[config.mk]
export PLATFORM = sky130hd
export DESIGN_NAME = ps2_rx
export DESIGN_NICKNAME = d
export VERILOG_FILES = /design/src/rtl/ps2_pkg.sv /design/src/rtl/ps2_rx_frame.sv /design/src/rtl/ps2_rx.sv
export SDC_FILE = /design/constraint.sdc
export NUM_CORES = 1
export LEC_CHECK = 0
export BUFFER_PORTS_ARGS = -buffer_cell sky130_fd_sc_hd__buf_2
export CORE_ASPECT_RATIO = 1.25
export CORE_MARGIN = 2
export CORE_UTILIZATION = 60
export CTS_BUF_LIST = sky130_fd_sc_hd__clkbuf_8 sky130_fd_sc_hd__clkbuf_16
export DETAILED_ROUTE_END_ITERATION = 6
export PLACE_DENSITY = 0.86
export SLEW_MARGIN = 20
export SYNTH_ARGS = -nofsm -noshare
export SYNTH_HDL_FRONTEND = slang
export SYNTH_SLANG_ARGS = --single-unit
[constraint.sdc]
create_clock -name clk_sys -period 4.3 [get_ports clk_sys]
set_input_delay 0.86 -clock clk_sys [delete_from_list [all_inputs] [get_ports clk_sys]]
set_output_delay 0.86 -clock clk_sys [all_outputs]
set_load 0.005 [all_outputs]
[src/rtl/ps2_pkg.sv]
// ps2_pkg: frame states and keyboard prefix codes shared by the PS/2 receiver.
package ps2_pkg;
  typedef enum logic [1:0] {IDLE, DATA, PARITY, STOP} frame_state_t;
  localparam logic [7:0] PS2_EXT = 8'hE0;
  localparam logic [7:0] PS2_BRK = 8'hF0;
endpackage

[src/rtl/ps2_rx_frame.sv]
// ps2_rx_frame: synchronises the PS/2 lines, deframes 11-bit frames and flags good bytes and errors.
module ps2_rx_frame
  import ps2_pkg::*;
#(
  parameter int TIMEOUT = 4096
) (
  input  logic       clk_sys,
  input  logic       reset_n,
  input  logic       ps2_clk,
  input  logic       ps2_data,
  output logic [7:0] byte_data,
  output logic       good,
  output logic       bad_parity,
  output logic       bad_frame,
  output logic       timeout
);
  localparam int TW = $clog2(TIMEOUT + 1);
  frame_state_t state, state_n;
  logic [2:0] clk_q;
  logic [1:0] data_q;
  logic [2:0] bit_cnt;
  logic acc, parity_ok;
  logic [TW-1:0] tcnt;
  logic fall, sample;
  assign fall = clk_q[2] & ~clk_q[1];
  assign sample = data_q[1];
  always_ff @(posedge clk_sys)
    if (!reset_n) begin
      clk_q <= '1;
      data_q <= '1;
      state <= IDLE;
    end else begin
      clk_q <= {clk_q[1:0], ps2_clk};
      data_q <= {data_q[0], ps2_data};
      state <= state_n;
    end
  always_comb begin
    state_n = state;
    good = 1'b0;
    bad_parity = 1'b0;
    bad_frame = 1'b0;
    timeout = 1'b0;
    if (fall)
      case (state)
        IDLE:    state_n = sample ? IDLE : DATA;
        DATA:    state_n = (bit_cnt == 3'd7) ? PARITY : DATA;
        PARITY:  state_n = STOP;
        default: begin
          state_n = IDLE;
          good = sample & parity_ok;
          bad_frame = ~sample;
          bad_parity = sample & ~parity_ok;
        end
      endcase
    else if (state != IDLE && tcnt == TW'(TIMEOUT - 1)) begin
      state_n = IDLE;
      timeout = 1'b1;
    end
  end
  // Shift register, parity accumulator and inactivity counter.
  always_ff @(posedge clk_sys)
    if (!reset_n) begin
      byte_data <= '0;
      bit_cnt <= '0;
      acc <= 1'b0;
      parity_ok <= 1'b0;
      tcnt <= '0;
    end else begin
      tcnt <= (fall || state == IDLE || timeout) ? '0 : tcnt + 1'b1;
      if (fall && state == IDLE) begin
        bit_cnt <= '0;
        acc <= 1'b0;
      end
      if (fall && state == DATA) begin
        byte_data <= {sample, byte_data[7:1]};
        acc <= acc ^ sample;
        bit_cnt <= bit_cnt + 3'd1;
      end
      if (fall && state == PARITY) parity_ok <= acc ^ sample;
    end
endmodule

[src/rtl/ps2_rx.sv]
// ps2_rx: PS/2 host receiver with raw byte output and E0/F0 prefix decoding onto a valid/ready event port.
module ps2_rx
  import ps2_pkg::*;
#(
  parameter int TIMEOUT    = 4096,
  parameter bit KBD_DECODE = 1'b1
) (
  input  logic       clk_sys,
  input  logic       reset_n,
  input  logic       ps2_clk,
  input  logic       ps2_data,
  output logic [7:0] raw_data,
  output logic       raw_valid,
  output logic [7:0] ev_code,
  output logic       ev_ext,
  output logic       ev_brk,
  output logic       ev_valid,
  input  logic       ev_ready,
  output logic       ev_overrun,
  output logic       err_parity,
  output logic       err_frame,
  output logic       err_timeout
);
  logic [7:0] byte_data;
  logic good, bad_parity, bad_frame, timeout;
  logic ext, brk, is_ext, is_brk, is_pfx, err, new_ev, hs, load;
  ps2_rx_frame #(.TIMEOUT(TIMEOUT)) u_frame (
    .clk_sys   (clk_sys),
    .reset_n   (reset_n),
    .ps2_clk   (ps2_clk),
    .ps2_data  (ps2_data),
    .byte_data (byte_data),
    .good      (good),
    .bad_parity(bad_parity),
    .bad_frame (bad_frame),
    .timeout   (timeout)
  );
  assign is_ext = KBD_DECODE && byte_data == PS2_EXT;
  assign is_brk = KBD_DECODE && byte_data == PS2_BRK;
  assign is_pfx = is_ext | is_brk;
  assign err = bad_parity | bad_frame | timeout;
  assign new_ev = good & ~is_pfx;
  assign hs = ev_valid & ev_ready;
  // A new event may replace the held one only when it is being consumed this cycle.
  assign load = new_ev & (~ev_valid | hs);
  always_ff @(posedge clk_sys)
    if (!reset_n) begin
      raw_data <= '0;
      raw_valid <= 1'b0;
      err_parity <= 1'b0;
      err_frame <= 1'b0;
      err_timeout <= 1'b0;
      ext <= 1'b0;
      brk <= 1'b0;
      ev_code <= '0;
      ev_ext <= 1'b0;
      ev_brk <= 1'b0;
      ev_valid <= 1'b0;
      ev_overrun <= 1'b0;
    end else begin
      raw_valid <= good;
      err_parity <= bad_parity;
      err_frame <= bad_frame;
      err_timeout <= timeout;
      if (good) raw_data <= byte_data;
      ext <= err ? 1'b0 : good ? (is_pfx ? ext | is_ext : 1'b0) : ext;
      brk <= err ? 1'b0 : good ? (is_pfx ? brk | is_brk : 1'b0) : brk;
      if (load) begin
        ev_code <= byte_data;
        ev_ext <= ext;
        ev_brk <= brk;
      end
      ev_valid <= load | (ev_valid & ~ev_ready);
      ev_overrun <= hs ? 1'b0 : ev_overrun | (new_ev & ev_valid);
    end
endmodule
-- Word-level counts from Yosys, hierarchy flattened
Index checks and enable logic that the tools add are counted.
- register bits: 59
- latch bits: 0
- bits in writable memories: 0
- memory bits (read-only): 0
- bits of input ports: 5
- output and inout port bits: 24
- logic and storage cells: 85
- memories: 0
- $add $sub $neg: 2
- $mul: 0
- div/mod/pow operators: 0
- order comparisons: 0
- equality and inequality tests: 6
- shift-type cells: 0
- multiplexer cells: 19
- bitwise logic cells: 24
- reduce and logical (&&, ||, !) cells: 14
- operators by type and width (operator ; number):
    8-bit equality test (second input constant) ; 2
    13-bit by 1-bit adder with 13-bit output (second input constant) ; 1
    13-bit by 12-bit equality test with 1-bit output (second input constant) ; 1
    1-bit 2-to-1 mux ; 13
    1-bit AND ; 8
    1-bit bitwise OR ; 8
    1-bit NOT ; 7
    2-bit 2-to-1 mux ; 3
    3-bit 2-to-1 mux ; 2
    2-bit case mux with 3 select lines ; 1
    2-bit nonzero test ; 3
    2-bit OR reduction ; 3
    1-bit logical AND ; 4
    3-bit by 1-bit adder with 3-bit output (second input constant) ; 1
    3-bit equality test (second input constant) ; 1
    3-bit OR reduction ; 1
    2-bit by 1-bit equality test with 1-bit output (second input constant) ; 1
    2-bit equality test (second input constant) ; 1
    2-bit logical NOT ; 1
    1-bit logical OR ; 2
    1-bit bitwise XOR ; 1

-- Depth between registers and ports, before layout
- word-level depth: 7
- depth in mapped cells: 6
- mapped depth without buffers: 6

-- Hierarchy
A second synthesis with hierarchy kept.
- cells, all modules: 257
- area, all modules: 2451.1 um^2
- by module, submodules not included (module ; instances ; cells an instance ; area an instance (um^2) ; sequential area each (um^2)):
    ps2_rx_frame ; 1 ; 157 ; 1450.1 ; 660.6
    ps2_rx ; 1 ; 100 ; 1001.0 ; 520.5

-- Worst setup path before layout
No wires, ideal clock.
- path kind: input to register
- from: input reset_n
- to: register err_parity
- library setup time: 80 ps
- arrival: 1639 ps
- data required time: 4220 ps
- setup slack: 2581 ps
- cell stages on the path: 4
- path buffers: 2
- path through: clkbuf_1 -> buf_1 -> nand2_1 -> nor3b_1
- RTL lines (element ; line ; text):
    start, declared ; ps2_rx.sv:9 ; input logic reset_n,
    end signal, assigned ; ps2_rx.sv:62 ; err_parity <= bad_parity;
    end, declared ; ps2_rx.sv:20 ; output logic err_parity,

-- Worst setup path after layout
- from: register u_frame.state[0]
- to: register ev_brk
- longest elaborated chain between the ends: 6
- elaborated cells on any way between the ends: 8
- those cells by class: eq/ne (2); mux (2); bitwise (2); reduce/logical (2)
- ends and longest elaborated chain (element ; line ; text):
    start, declared ; ps2_rx_frame.sv:18 ; frame_state_t state, state_n;
    start signal, assigned ; ps2_rx_frame.sv:35 ; state <= state_n;
    2-bit equality test (tied with other cells) ; ps2_rx_frame.sv:44 ; case (state)
    3-bit OR reduction (no source line) (*) ; - ;
    1-bit 2-to-1 mux (*) ; ps2_rx_frame.sv:44 ;
    1-bit 2-to-1 mux (*) ; ps2_rx_frame.sv:43 ; if (fall)
    1-bit AND (*) ; ps2_rx.sv:42 ; assign new_ev = good & ~is_pfx;
    1-bit AND (*) ; ps2_rx.sv:45 ; assign load = new_ev & (~ev_valid | hs);
    end signal, assigned ; ps2_rx.sv:71 ; ev_brk <= brk;
    end, declared ; ps2_rx.sv:16 ; output logic ev_brk,
Mark *: on every way between the ends. The rest lies on a longest branch, timed or not.
A chain may end at the register's enable or synchronous reset.

==> results.cfg <==
[global_routing]
grt_max_degree = 57
busiest_layer = met2
global_route.usage.met2_pct = 39.6
grt_use_met1_pct = 21.9
grt_pass1_wl_mm = 7.34
grt_util_all_layers_pct = 22.0
met3_usage_pct = 8.59
grt_pass1_vias = 1775
overflow = 0
antenna_found_initial = 0

[logic_synthesis]
seq_area_frac_synth_pct = 49.3
yosys.area.top_type = dfxtp_1
synth_top_area_share_pct = 49.3
syn_avg_cell_area_um2 = 8.94
async_reset_ff_share_pct = 0
synth-edff-count = 0
synth_flop_cell = dfxtp_1
synthesis.area_um2 = 2390
yosysWarnings = 0
syn-num-nets = 276
syn_inst = 268
synth_cell_types = 40
ys_seq_elements = 59
ys_top_cells_by_area = dfxtp_1 49%, nand2_1 10%, a21boi_0 6.0%

[place]
place.gp.congestion = 0.763
placed_area_um2 = 2530
dp.final_hpwl_mm = 2.90
port_buffers = 28
place_inst = 335

[cells_and_area]
multi_input_area_um2 = 1130
fin_area_um2 = 2740
final_common_cell = nand2_1
drive_gt1_share_pct = 16.8
fill_cells = 305
finalNonFillerCells = 351
seq_area_um2 = 1180
areaGrowthSynthToFinish_pct = 14.3
final_cell_mix = 66 x nand2_1, 59 x dfxtp_1, 28 x buf_2
nNetsFinal = 300
diodes = 0

[sta]
slew_headroom_pct = 36.3
timing_max_transition_violations_final = 0
finalSetupViolCount = 0
min_period_ns = 2.41
rsz0062_at_grt = false
worst_pin_slew_ns = 0.951
hold_viol_final = 0
clock_skew_ns = 0.00745
max_clock_freq_mhz = 415
setup_tns_ns = 0
period_share_pct = 56.1

[clock_network]
numCtsBuffers = 9
cts_tree = built
clkSinkCount = 59
ctsHoldBuffers = 0
ctsResizeCount = 0
clkTransAtPathRegs_ns = 0.07
worstSkewPairLatency_ns = 0.34
root_buffer = clkbuf_8
clockBufferDepth = 2
postCtsSetupBuffers = 0
h-tree-depth = 3

[pwr]
pwr-share-seq_pct = 51.6
intPower_uw = 837
switching_share_pct = 21.6
p_switching_uw = 231
ir_worst_vdd_mv = 0.258
cellPowerDensity_nw_per_um2 = 390
p_comb_share_pct = 1.6
clkPwrFrac_pct = 46.8
total_power_uw = 1070
power.leakage_uw = 0.00101

[run]
drv_cap = 0

[floorplanning]
core_region_area_um2 = 3820
rows = 25
die-area_um2 = 4520
die_h_um = 74.6
ios = 29
initial_utilization_pct = 62.8
die_w_um = 60.5

[routing]
first_iter_violations = 109
drt-total-wl_mm = 4.28
postRouteAntennaNets = 0
drtPass1Iterations = 4
wire_per_inst_um = 12.2
vias_per_cell = 5.13
vias = 1799
drc = 0

[critical_path]
arrival_ns = 2.67
cp-end-kind = flop
cp.required_ns = 4.56
startpoint_type = flop
cp_max_fo = 13
path_class = reg -> reg

[worst_hold_path]
holdCritPathClass = reg -> reg

[status]
status = finished clean
-- per-stage QoR --
step	hold WS (ns)	util [%]	setup slack, ns
6_report	0.410	71.7	1.89
3_3_place_gp	0.388	66.4	1.97
4_1_cts	0.412	71.7	1.86
3_5_place_dp	0.397	66.4	1.86
5_1_grt	0.439	71.7	1.69
2_1_floorplan	0.386	-	2.58
-- layout make-up --
| type | count | share of cell area (%) |
|---|---|---|
| Sequential cell | 59 | 43.2 |
| Clock buffer | 10 | 5.03 |
| Tap cell | 54 | 2.47 |
| Multi-Input combinational cell | 189 | 41.2 |
| Inverter | 5 | 0.686 |
| Timing Repair Buffer | 28 | 5.12 |
| Clock inverter | 6 | 2.38 |
-- synthesized netlist by cell type (all sizes together), types with 3 or more instances --
cell,number
buf,6
and2,5
o21ai,4
nor2,18
mux2i,10
nor2b,3
nor4,4
and3,3
inv,5
nor3b,5
dfxtp,59
nand2,66
nand3,8
a21boi,19
nand2b,7
clkbuf,9
nor3,7
xnor2,9
ha,3
-- routing by layer --
layer | up-vias | part of all wire [%]
li1 | 936 | -
met1 | 817 | 41
met2 | 35 | 52
met3 | 11 | 4.4
met4 | 0 | 2.5
met5 | - | 0
-- power groups by stage --
stage               clock [µW]  sequential, µW  combinational, µW
floorplan                    0             562               15.1
global placement             0             563               17.1
detailed placement           0             563               17.4
CTS                        511             551               17.5
global route               535             551               19.3
finish                     500             551               17.4
-- worst max-delay path: stages, from the launching register on --
cell	delay (ns)
dfxtp_1	0.53
and4b_1	0.35
nand3_1	0.35
nor3_2	0.84
mux2i_1	0.28
-- registers in the layout, summed over array words and instances, names as in the netlist --
register / count
raw_data: 8
brk: 1
u_frame.bit_cnt: 3
ev_valid: 1
u_frame.parity_ok: 1
raw_valid: 1
err_frame: 1
ext: 1
u_frame.state: 2
u_frame.data_q: 2
err_timeout: 1
u_frame.byte_data: 8
ev_ext: 1
u_frame.acc: 1
ev_brk: 1
ev_overrun: 1
err_parity: 1
u_frame.clk_q: 3
u_frame.tcnt: 13
ev_code: 8
-- kinds of logic after synthesis --
family / count (synthesis) / share of synthesized area (%)
and+or+nand+nor: 131 / 27.0
xor gates and xnor gates: 11 / 4.02
buffers and inverters: 20 / 3.66
adders and majority gates: 3 / 1.57
muxes: 10 / 4.18
AOI/OAI and AO/OA: 34 / 10.3
DFF: 59 / 49.3
-- path summary, 6_finish.rpt --
path / slack, ns / to / depth (start not counted) / start
worst min-delay path: 0.41 / u_frame.clk_q[1]$_SDFF_PN1_ / 1 / u_frame.clk_q[0]$_SDFF_PN1_
worst min register to register: 0.41 / u_frame.clk_q[1]$_SDFF_PN1_ / 1 / u_frame.clk_q[0]$_SDFF_PN1_
worst max register to register: 1.89 / ev_brk$_SDFFE_PN0P_ / 4 / u_frame.state[0]$_SDFFE_PN0P_
worst max-delay path: 1.89 / ev_brk$_SDFFE_PN0P_ / 4 / u_frame.state[0]$_SDFFE_PN0P_
Note: power is estimated with default switching activity, not from simulation.
